`config.mk`:
```
export PLATFORM = sky130hd
export DESIGN_NAME = tdm_demux
export DESIGN_NICKNAME = d
export VERILOG_FILES = /design/src/rtl/tdm_demux_pkg.sv /design/src/rtl/tdm_slot_counter.sv /design/src/rtl/tdm_demux.sv
export SDC_FILE = /design/constraint.sdc
export NUM_CORES = 1
export LEC_CHECK = 0
export CAP_MARGIN = 30
export CELL_PAD_IN_SITES_DETAIL_PLACEMENT = 2
export CELL_PAD_IN_SITES_GLOBAL_PLACEMENT = 2
export CORE_MARGIN = 2
export CORE_UTILIZATION = 29
export CTS_BUF_LIST = sky130_fd_sc_hd__clkbuf_8
export DETAILED_ROUTE_END_ITERATION = 10
export PLACE_DENSITY = 0.82
export SETUP_SLACK_MARGIN = 0.05
export SLEW_MARGIN = 20
export SYNTH_ARGS = -nofsm -noshare
export SYNTH_HDL_FRONTEND = slang
export SYNTH_SLANG_ARGS = --single-unit
```
`constraint.sdc`:
```
create_clock -name clk -period 2 [get_ports clk]
set_clock_uncertainty 0.2 [all_clocks]
set_input_delay 0.4 -clock clk [delete_from_list [all_inputs] [get_ports clk]]
set_output_delay 0.4 -clock clk [all_outputs]
set_load 0.05 [all_outputs]
```
`src/rtl/tdm_demux_pkg.sv`:
```
// Shared definitions for the TDM demultiplexer slice.
//   state_e     : frame-alignment FSM encoding (ST_IDLE=1'b0, ST_RUN=1'b1)
//   slot_width  : slot counter width for a given channel count (min 1 bit)
package tdm_demux_pkg;

  typedef enum logic [0:0] {
    ST_IDLE = 1'b0,
    ST_RUN  = 1'b1
  } state_e;

  function automatic int slot_width(input int n);
    return (n < 2) ? 1 : $clog2(n);
  endfunction

endpackage

```
`src/rtl/tdm_slot_counter.sv`:
```
// Slot counter for the TDM demultiplexer.
//   clk, rst  : clock, asynchronous active-high reset (slot -> 0)
//   en        : advance one slot, wrapping from N_CH-1 to 0
//   load_one  : synchronous load of slot 1 (takes priority over en)
//   slot      : current slot index
//   last      : slot is N_CH-1
module tdm_slot_counter
  import tdm_demux_pkg::*;
#(
  parameter  int N_CH   = 4,
  localparam int SLOT_W = slot_width(N_CH)
) (
  input  logic              clk,
  input  logic              rst,
  input  logic              en,
  input  logic              load_one,
  output logic [SLOT_W-1:0] slot,
  output logic              last
);

  localparam logic [SLOT_W-1:0] LAST_SLOT = SLOT_W'(N_CH - 1);
  localparam logic [SLOT_W-1:0] ONE_SLOT  = SLOT_W'(1);

  logic [SLOT_W-1:0] slot_q;
  logic [SLOT_W-1:0] slot_d;

  assign last = (slot_q == LAST_SLOT);
  assign slot = slot_q;

  always_comb begin
    slot_d = slot_q;
    if (load_one) begin
      slot_d = ONE_SLOT;
    end else if (en) begin
      slot_d = last ? '0 : slot_q + ONE_SLOT;
    end
  end

  always_ff @(posedge clk or posedge rst) begin
    if (rst) begin
      slot_q <= '0;
    end else begin
      slot_q <= slot_d;
    end
  end

endmodule

```
`src/rtl/tdm_demux.sv`:
```
// TDM demultiplexer: distributes successive samples of one multiplexed lane
// to N_CH registered output channels, aligned by a frame_start marker.
//   clk, rst     : clock, asynchronous active-high reset
//   din          : multiplexed sample (DATA_W bits)
//   din_valid    : din carries a sample this cycle
//   frame_start  : din is slot 0 (only looked at when din_valid=1)
//   ch_data      : channel k at [k*DATA_W +: DATA_W], holds between updates
//   ch_valid     : per-channel one-cycle update strobe
//   frame_done   : one-cycle pulse when slot N_CH-1 is written
//   sync_err     : one-cycle pulse on frame_start arriving with slot != 0
//   locked       : FSM is in RUN
// Build option HOLD_FRAME_EN: samples collect in a shadow register and all
// channels update together (ch_valid all-ones) with frame_done.
module tdm_demux
  import tdm_demux_pkg::*;
#(
  parameter  int N_CH   = 4,
  parameter  int DATA_W = 1,
  localparam int SLOT_W = slot_width(N_CH)
) (
  input  logic                     clk,
  input  logic                     rst,
  input  logic [DATA_W-1:0]        din,
  input  logic                     din_valid,
  input  logic                     frame_start,
  output logic [N_CH*DATA_W-1:0]   ch_data,
  output logic [N_CH-1:0]          ch_valid,
  output logic                     frame_done,
  output logic                     sync_err,
  output logic                     locked
);

  state_e                   state_q, state_d;
  logic [N_CH*DATA_W-1:0]   ch_data_q, ch_data_d;
  logic [N_CH-1:0]          ch_valid_q, ch_valid_d;
  logic                     frame_done_q, frame_done_d;
  logic                     sync_err_q, sync_err_d;

  logic [SLOT_W-1:0]        slot;
  logic                     slot_last;
  logic                     cnt_en;
  logic                     cnt_load;
  logic                     wr_en;
  logic [SLOT_W-1:0]        wr_slot;

`ifdef HOLD_FRAME_EN
  logic [N_CH*DATA_W-1:0]   shadow_q, shadow_d;
`endif

  tdm_slot_counter #(
    .N_CH (N_CH)
  ) u_slot_counter (
    .clk      (clk),
    .rst      (rst),
    .en       (cnt_en),
    .load_one (cnt_load),
    .slot     (slot),
    .last     (slot_last)
  );

  always_comb begin
    state_d      = state_q;
    ch_data_d    = ch_data_q;
    ch_valid_d   = '0;
    frame_done_d = 1'b0;
    sync_err_d   = 1'b0;
    cnt_en       = 1'b0;
    cnt_load     = 1'b0;
    wr_en        = 1'b0;
    wr_slot      = slot;

    if (din_valid) begin
      if (state_q == ST_IDLE) begin
        if (frame_start) begin
          wr_en    = 1'b1;
          wr_slot  = '0;
          cnt_load = 1'b1;
          state_d  = ST_RUN;
        end
      end else begin
        wr_en = 1'b1;
        if (frame_start && (slot != '0)) begin
          // Realign: the cut frame is abandoned, so no frame_done for it.
          sync_err_d = 1'b1;
          wr_slot    = '0;
          cnt_load   = 1'b1;
        end else begin
          cnt_en       = 1'b1;
          frame_done_d = slot_last;
        end
      end
    end

`ifdef HOLD_FRAME_EN
    shadow_d = shadow_q;
    if (wr_en) begin
      shadow_d[int'(wr_slot)*DATA_W +: DATA_W] = din;
    end
    // Publish the shadow including the sample written this cycle.
    if (frame_done_d) begin
      ch_data_d  = shadow_d;
      ch_valid_d = '1;
    end
`else
    if (wr_en) begin
      ch_data_d[int'(wr_slot)*DATA_W +: DATA_W] = din;
      ch_valid_d[wr_slot]                       = 1'b1;
    end
`endif
  end

  always_ff @(posedge clk or posedge rst) begin
    if (rst) begin
      state_q      <= ST_IDLE;
      ch_data_q    <= '0;
      ch_valid_q   <= '0;
      frame_done_q <= 1'b0;
      sync_err_q   <= 1'b0;
    end else begin
      state_q      <= state_d;
      ch_data_q    <= ch_data_d;
      ch_valid_q   <= ch_valid_d;
      frame_done_q <= frame_done_d;
      sync_err_q   <= sync_err_d;
    end
  end

`ifdef HOLD_FRAME_EN
  always_ff @(posedge clk or posedge rst) begin
    if (rst) begin
      shadow_q <= '0;
    end else begin
      shadow_q <= shadow_d;
    end
  end
`endif

  assign ch_data    = ch_data_q;
  assign ch_valid   = ch_valid_q;
  assign frame_done = frame_done_q;
  assign sync_err   = sync_err_q;
  assign locked     = (state_q == ST_RUN);

endmodule

```
# [Word level (Yosys, flattened, before mapping)]
# Index checks and enable logic that the tools add are counted.
[op_classes] n_mux=25 reduce_logical=4 order_cmp=2 eq_ne=1 shift=2 n_addsub=2
[ops] cell="$neg 2->33" count=1
[ops] cell="$shift 1x33->4 const A" count=1
[ops] cell="$shiftx 1x33->4" count=1
[ops] cell="$mux 1" count=15
[ops] cell="$mux 2" count=7
[ops] cell="$bwmux 4" count=1
[ops] cell="$mux 4" count=1
[ops] cell="$reduce_bool 2->1" count=2
[ops] cell="$lt 2x3->1 const B" count=1
[ops] cell="$add 2x1->2 const B" count=1
[ops] cell="$demux 1 s2" count=1
[ops] cell="$eq 2x2->1 const B" count=1
[ops] cell="$ge 2x1->1 const B" count=1
[ops] cell="$logic_and 1x1->1" count=2
[totals] register_bits=13 input_bits=5 out_inout_bits=11

# [Logic depth before layout (Yosys ltp)]
# Gate-level depths: netlist (run 1).
[depth] word_depth=10 depth_mapped=9 depth_no_buf=9

# [By module]
# From an unflattened synthesis (run 1), not the netlist that was laid out.
[hier_totals] hier_cells=57 hier_area_um2=654.4
[by_module_without_submodules] mod="tdm_demux" area_each_um2=554.3 instances=1 cells_each=48 seq_area_each_um2=275.3
[by_module_without_submodules] mod="tdm_slot_counter" area_each_um2=100.1 instances=1 cells_each=9 seq_area_each_um2=50.0

# [Worst setup path after synthesis (run 1)]
# No wires, ideal clock.
[synth_timing] path_type="reg2reg" from="register state_q, in the netlist locked" to="register ch_data_q[0], in the netlist ch_data[0]" path_buffers=0 arrival_time_ps=1949 path_slack_ps=-274 stages_incl_launch_ff=7 setup_time_ps=125 period_less_slack_ps=2274 path_cell_list="dfrtp_1 -> nand2_2 -> a31oi_1 -> inv_1 -> ha_1 -> and3_1 -> mux2_4"
[synth_between] elab_chain_cells=5 elab_cells_between_ends=8 cone_classes="1 x add/sub; 2 x shift; 5 x mux"
[synth_lines] item="start, declared" line_no="tdm_demux.sv:33" text="state_e state_q, state_d;"
[synth_lines] item="start signal, assigned" line_no="tdm_demux.sv:120" text="state_q <= state_d;"
[synth_lines] item="$mux 2" line_no="tdm_demux.sv:73" text="if (state_q == ST_IDLE) begin"
[synth_lines] item="$mux 2" line_no="tdm_demux.sv:72" text="if (din_valid) begin"
[synth_lines] item="$neg 2->33" line_no="tdm_demux.sv:106" text="ch_data_d[int'(wr_slot)*DATA_W +: DATA_W] = din;"
[synth_lines] item="$shiftx 1x33->4 or $shift 1x33->4 (tied branches)" line_no="tdm_demux.sv:106"
[synth_lines] item="$bwmux 4" line_no="tdm_demux.sv:106"
[synth_lines] item="end signal, assigned" line_no="tdm_demux.sv:121" text="ch_data_q <= ch_data_d;"
[synth_lines] item="end, declared" line_no="tdm_demux.sv:34" text="logic [N_CH*DATA_W-1:0] ch_data_q, ch_data_d;"
# Parallel ways exist; a longest one is shown, timed or not.
# A chain may end at the register's enable or synchronous reset.

# [Worst setup path after layout (run 1)]
[layout_timing] from="register u_slot_counter.slot_q[1], in the netlist u_slot_counter.slot[1]" to="register ch_data_q[0], in the netlist ch_data[0]"
[layout_between] elab_chain_cells=8 elab_cells_between_ends=10 cone_classes="1 x add/sub; 2 x shift; 5 x mux; 2 x reduce/logical"
[layout_lines] item="start, declared" line_no="tdm_slot_counter.sv:24" text="logic [SLOT_W-1:0] slot_q;"
[layout_lines] item="start signal, assigned" line_no="tdm_slot_counter.sv:43" text="slot_q <= slot_d;"
[layout_lines] item="$reduce_bool 2->1" line_no="tdm_demux.sv:82" text="if (frame_start && (slot != '0)) begin"
[layout_lines] item="$logic_and 1x1->1" line_no="tdm_demux.sv:82"
[layout_lines] item="$mux 2" line_no="tdm_demux.sv:82"
[layout_lines] item="$mux 2" line_no="tdm_demux.sv:73"
[layout_lines] item="$mux 2 *" line_no="tdm_demux.sv:72"
[layout_lines] item="$neg 2->33 *" line_no="tdm_demux.sv:106"
[layout_lines] item="$shiftx 1x33->4 or $shift 1x33->4 (tied branches)" line_no="tdm_demux.sv:106"
[layout_lines] item="$bwmux 4 *" line_no="tdm_demux.sv:106"
# Mark *: on every way between the ends. The rest lies on a longest branch, timed or not.

==> impl_metrics.json, run 1 <==
{
  "rr_endpoint": "ch_data[0]",
  "crit_path_end": "ch_data[0]",
  "pwr-share-clk_pct": 15.4,
  "internal-power_uw": 870,
  "ys_warn_count": 0,
  "io_buffers": 15,
  "outcome": "finished, final reports clean",
  "drc": 0,
  "coreArea_um2": 2190,
  "htreeDepth": 1,
  "wl_per_cell_um": 15.6,
  "clkTransAtPathRegs_ns": 0.06,
  "avgSynthCellArea_um2": 11.6,
  "overflow": 0,
  "worstPathMaxFanout": 3,
  "r2r_setup_slack_ns": 0.08,
  "yosys.area_share.simple_pct": 14.8,
  "rsz0062_at_grt": "true",
  "p_sw_uw": 632,
  "arrival_ns": 1.84,
  "mostFrequentLayoutCells": "buf_4 (31), dfrtp_1 (12), inv_1 (7)",
  "fin_crit_sh_pct": 95.8,
  "nets": 105,
  "areaGrowthSynthToFinish_pct": 64.0,
  "clock_latency_ns": 0.24,
  "startpoint": "u_slot_counter.slot[1]",
  "die_w_um": 51.7,
  "fmax_mhz": 522,
  "drive_gt1_share_pct": 59.6,
  "ys_seq_elements": 13,
  "final_common_cell": "buf_4",
  "slew_viol_final": 0,
  "track_usage_pct": 16.6,
  "grt_first_pass_wirelength_mm": 3.17,
  "worstSetupPathType": "reg2reg",
  "cts_tree": "built",
  "hold_viol": 0,
  "synth_compound_area_share_pct": 15.2,
  "synth_adder_area_share_pct": 9.47,
  "place.gp.congestion": 0.750,
  "setup_viol": 0,
  "synth_top_area_cell": "dfrtp_1",
  "seq_area_frac_synth_pct": 49.2,
  "p_seq_share_pct": 24.8,
  "muxShareOfSynthArea_pct": 3.79,
  "drt_wl_total_mm": 1.90,
  "via_count": 588,
  "vdd_drop_max_v": 0.000724,
  "p_comb_share_pct": 59.8,
  "min_path_type": "in2async",
  "viasPerCell": 4.82,
  "setup_tns_ns": 0,
  "first_pass_iters": 4,
  "die_h_um": 51.7,
  "die-area_um2": 2680,
  "finalCriticalPeriod_ns": 1.92,
  "cts_made_buffers": 3,
  "critPathCaptureType": "flip-flop",
  "num_antenna_cells": 0,
  "dp_cells": 112,
  "grt_max_degree": 14,
  "worst_pin_slew_ns": 0.508,
  "syn_inst": 57,
  "start_kind": "flip-flop",
  "yosys-top-cells-area": "dfrtp_1 (49%), ha_1 (9.5%), inv_1 (5.7%), a22o_1 (4.0%), nor4_4 (3.2%)",
  "core.rowCount": 17,
  "antenna_found_initial": 0,
  "cts_max_path_buffers": 2,
  "ys_types": 26,
  "clockRootBuffer": "clkbuf_8",
  "power_uw": 1500,
  "cap_violations": 0,
  "postRouteAntennaNets": 0,
  "initial_core_util_pct": 30.2,
  "pin_count": 16,
  "swShare_pct": 42.1,
  "whs_ns": 0.295,
  "yosysTopAreaCellShare_pct": 49.2,
  "grt_pass1_vias": 657,
  "powerDensity_nw_per_um2": 1390,
  "n_fill_cell": 228,
  "clkSinkCount": 13,
  "finalNonFillerCells": 122,
  "max_slew_margin_pct": 66.1,
  "synth_fp_nets": 67,
  "worstRegToRegCells": 8,
  "critical_path_required_ns": 1.92,
  "rr_startpoint": "u_slot_counter.slot[1]",
  "synthesis.area_um2": 661,
  "dp_hpwl_mm": 1.47,
  "p_leak_uw": 0.000535,
  "synth_top_family_by_area": "compound AO/OA/AOI/OAI gates",
  "drt-initial-drc-count": 3,
  "synth-xor-area-share_pct": 0
}
## power groups by stage
stage	logic, uW	clock network [uW]	registers, uW
finish	898	231	373
global route	966	247	381
CTS	886	235	374
detailed placement	818	0	378
global placement	784	0	369
floorplan	349	0	566
## area by class of cell
type / count / area, um^2 / area share (%)
Clock buffer: 3 / 41.3 / 3.81
Clock inverter: 1 / 3.75 / 0.346
Inverter: 10 / 37.5 / 3.46
Multi-Input combinational cell: 32 / 369 / 34.1
Sequential cell: 13 / 327 / 30.1
Tap cell: 28 / 35.0 / 3.23
Timing Repair Buffer: 35 / 270 / 24.9
## kinds of logic (layout without fill, tap and decap cells)
logic type,Yosys count,after routing
AO/OA/AOI/OAI,12,12
AND/OR/NAND/NOR,13,13
adder cells (fa/ha/maj),5,5
flip-flops,13,13
multiplexers,2,2
buffers and inverters,12,49
## stage by stage
| step | setup slack (ns) | instance area [um^2] | util (%) |
|---|---|---|---|
| CTS | 0.0395 | 1070 | 48.7 |
| global placement | -0.236 | 980 | 44.7 |
| finish | 0.0844 | 1080 | 49.5 |
| detailed placement | -0.301 | 980 | 44.7 |
| floorplan | 0.0409 | 729 | - |
| global route | -0.0696 | 1080 | 49.5 |
## sequential cells by signal (all words and copies together) (netlist names)
name	cells
u_slot_counter.slot	2
frame_done	1
sync_err	1
ch_data	4
ch_valid	4
locked	1
## timing repair
action,CTS,global route
setup endpoints to repair,3,4
resized for setup,3,2
hold buffers,0,0
pin swaps,6,3
setup buffers,5,1
## routing by layer
layer	GRT usage, %	vias to the layer above	part of all wire (%)
met3	2.59	2	2.8
met1	19.6	300	41
li1	-	269	-
met2	30.6	17	55
met4	5.26	0	0.84
met5	0	-	0
## cells in the mapped netlist
cell       n
a21o_2     1
nand2b_1   1
mux2i_1    1
o21ai_0    1
and2b_1    1
nand2_1    1
nor2_1     2
inv_1     10
buf_2      1
nor4_4     1
nor4_1     1
buf_4      1
a22o_2     1
nand2_2    2
mux2_4     1
a22o_1     3
nor3_1     1
a31oi_2    1
ha_1       5
and2b_2    1
a32o_1     1
and3_1     1
and4bb_1   1
o211ai_1   2
a31oi_1    2
dfrtp_1   13
## how the worst min path moves through the flow
stage                          start         end  slack, ns  depth (start not counted)
final                            rst    sync_err       0.30                          2
after global routing      ch_data[0]  ch_data[0]       0.34                          1
after CTS                        rst    sync_err       0.32                          2
after detailed placement  ch_data[2]  ch_data[2]       0.31                          1
after global placement    ch_data[0]  ch_data[0]       0.30                          1
after floorplan                  rst  ch_data[0]       0.08                          1
## critical path, stage by stage, from the launching register on
cell	delay, ns
dfrtp_1	0.39
inv_2	0.08
ha_4	0.14
nand2_4	0.07
a31oi_4	0.23
inv_2	0.07
ha_2	0.18
and3_4	0.17
mux2_4	0.25
Note: power is estimated with default switching activity, not from simulation.
==> run 2, diff against run 1 <==
- CELL_PAD_IN_SITES_DETAIL_PLACEMENT: 2 -> 0
- CORE_UTILIZATION: 29 -> 28
- PLACE_DENSITY: 0.82 -> 0.8
- SYNTH_HIERARCHICAL: unset -> 1
==> impl_metrics.json, run 2 <==
{
  "outcome": "finished, final reports clean",
  "cts_tree": "built",
  "setup_tns_ns": 0,
  "place_area_um2": 895,
  "use_met3_pct": 2.00,
  "synth_most_common_cell": "dfrtp_1",
  "num_antenna_cells": 0,
  "worstPathMaxFanout": 3,
  "critical_path_required_ns": 1.92,
  "ys_types": 22,
  "cts_made_buffers": 3,
  "met1_usage_pct": 13.2,
  "fin_crit_sh_pct": 90.0,
  "io_buffers": 15,
  "via_count": 490,
  "dp_hpwl_um": 982,
  "start_kind": "input port",
  "postRouteAntennaNets": 0,
  "clock_latency_ns": 0.24,
  "initial_core_util_pct": 29.6,
  "crit_path_top_delay_cell": "dlygate4sd2_1",
  "synthesis.area_um2": 654,
  "yosysTopAreaCellShare_pct": 49.7,
  "viasPerCell": 4.26,
  "first_pass_iters": 2,
  "powerDensity_nw_per_um2": 1350,
  "htreeDepth": 1,
  "finalNonFillerCells": 115,
  "yosys-top-cells-area": "dfrtp_1 (50%), ha_1 (11%), and3_4 (5.2%), mux2_4 (4.6%), inv_1 (3.4%)",
  "dp_cells": 111,
  "mostFrequentLayoutCells": "buf_4 (22), dfrtp_1 (13), inv_1 (6)",
  "setup_viol": 0,
  "clkTransAtPathRegs_ns": 0.05,
  "cts_max_path_buffers": 2,
  "power_uw": 1330,
  "worstSetupPathType": "in2reg",
  "min_path_type": "in2async",
  "coreArea_um2": 2210,
  "cap_violations": 0,
  "overflow": 0,
  "clkSinkCount": 13,
  "wl_per_cell_um": 11.3,
  "drc": 0,
  "grt-busiest-layer": "met2",
  "grtUsageMet2_pct": 18.1,
  "ys_seq_elements": 13,
  "drt_wl_total_mm": 1.30,
  "nets": 99,
  "yosys_most_used_dff": "dfrtp_1",
  "track_usage_pct": 11.2,
  "rsz0062_at_grt": "false",
  "place.gp.congestion": 0.740,
  "cpPeakStageDelay_ns": 0.25,
  "antenna_found_initial": 0,
  "critPathCaptureType": "flip-flop",
  "synthTopCellsByCount": "dfrtp_1 (13), ha_1 (6), inv_1 (6)",
  "avgSynthCellArea_um2": 11.5,
  "final_common_cell": "buf_4",
  "grt_first_pass_wirelength_mm": 2.15,
  "areaGrowthSynthToFinish_pct": 50.9,
  "synth_edf_count": 0,
  "synth_top_area_cell": "dfrtp_1",
  "worst_pin_slew_ns": 0.407,
  "final_area_um2": 987,
  "die_w_um": 52.3,
  "p_leak_uw": 0.000504,
  "grt_max_degree": 12,
  "max_slew_margin_pct": 72.9,
  "die_h_um": 52.3,
  "ys_warn_count": 6,
  "utilization_pct": 44.6,
  "arrival_ns": 1.72,
  "drt-initial-drc-count": 1,
  "synth_fp_nets": 68,
  "drive_gt1_share_pct": 46.0,
  "syn_inst": 57,
  "slew_viol_final": 0,
  "clockRootBuffer": "clkbuf_8",
  "pin_count": 16,
  "die-area_um2": 2740,
  "grt_pass1_vias": 467,
  "finalCriticalPeriod_ns": 1.80,
  "cp_cell_sequence": "dlygate4sd2_1 -> nand2_2 -> and2_4 -> inv_2 -> buf_4 -> ha_1 -> nor3b_2 -> mux2_4",
  "cts_setup_buffers": 0,
  "vdd_drop_max_v": 0.000654,
  "hold_viol": 0,
  "synth-async-reset-ratio_pct": 100,
  "seq_area_frac_synth_pct": 49.7,
  "fmax_mhz": 556,
  "core.rowCount": 17
}
## run 2: cell count changes in the layout (fill, tap and decap cells not counted), moves of 2 or more
cell     delta
a22o_1      -3
a31oi_4     -2
and3_4      +2
ha_2        -2
nand2_1     +4
ha_1        +3
inv_2       -3
buf_4       -9
## run 2: final cells by class
class                           count  area [um^2]
Fill cell                         226         1220
Multi-Input combinational cell     37          350
Sequential cell                    13          325
Timing Repair Buffer               26          203
Clock buffer                        3         41.3
Tap cell                           28         35.0
Inverter                            7         28.8
Clock inverter                      1         3.75
## run 2: stage by stage
stage / hold WS, ns / worst slack [ns]
2_1_floorplan: -0.0588 / 0.268
3_3_place_gp: 0.274 / -0.318
3_5_place_dp: 0.269 / -0.318
4_1_cts: 0.138 / 0.224
5_1_grt: 0.160 / 0.104
6_report: 0.138 / 0.201
## run 2: critical path, delay by kind of cell
family                     cells  cell delay (ns)
adders and majority gates      1             0.22
muxes                          1             0.25
and+or+nand+nor                3             0.41
buffers and inverters          3             0.44
## run 2: logic make-up (layout without fill, tap and decap cells)
family	count (synthesis)	after routing	share of synthesized area (%)
DFF	13	13	49.7
and+or+nand+nor	21	21	20.5
muxes	3	3	6.12
AOI/OAI and AO/OA	7	7	7.84
buffers and inverters	7	37	4.40
adders and majority gates	6	6	11.5
## run 2: path summary, 6_finish.rpt
kind / from / endpoint / slack [ns] / cells past startpoint
setup reg to reg: u_slot_counter/slot[1] / ch_data[0] / 0.24 / 6
hold / removal: rst / u_slot_counter/slot[0] / 0.14 / 2
min in group clk: ch_data[2] / ch_data[2] / 0.29 / 2
max in group asynchronous: rst / ch_valid[2] / 1.03 / 2
setup / recovery: din_valid / ch_data[0] / 0.20 / 8
hold reg to reg: ch_data[2] / ch_data[2] / 0.29 / 2
## run 2: metal layers
metal | share of wire (%) | up-vias
li1 | - | 251
met1 | 41 | 224
met2 | 52 | 11
met3 | 3.9 | 4
met4 | 2.2 | 0
met5 | 0 | -
## run 2: where the power goes
group | internal (uW) | switching (uW)
Sequential | 333 | 60.7
Combinational | 311 | 405
Clock | 135 | 84.2
Total | 779 | 550
## run 2: what timing repair did
| item | CTS | global route |
|---|---|---|
| gates resized for setup | 11 | 0 |
| hold buffers | 0 | 0 |
| setup endpoints to repair | 3 | 0 |
==> run 3, diff against run 2 <==
- CTS_CLUSTER_DIAMETER: unset -> 200
- SKIP_LAST_GASP: unset -> 1
==> results of run 3 <==
Same layout as run 2: the final DEF is identical, and so are final timing and power.
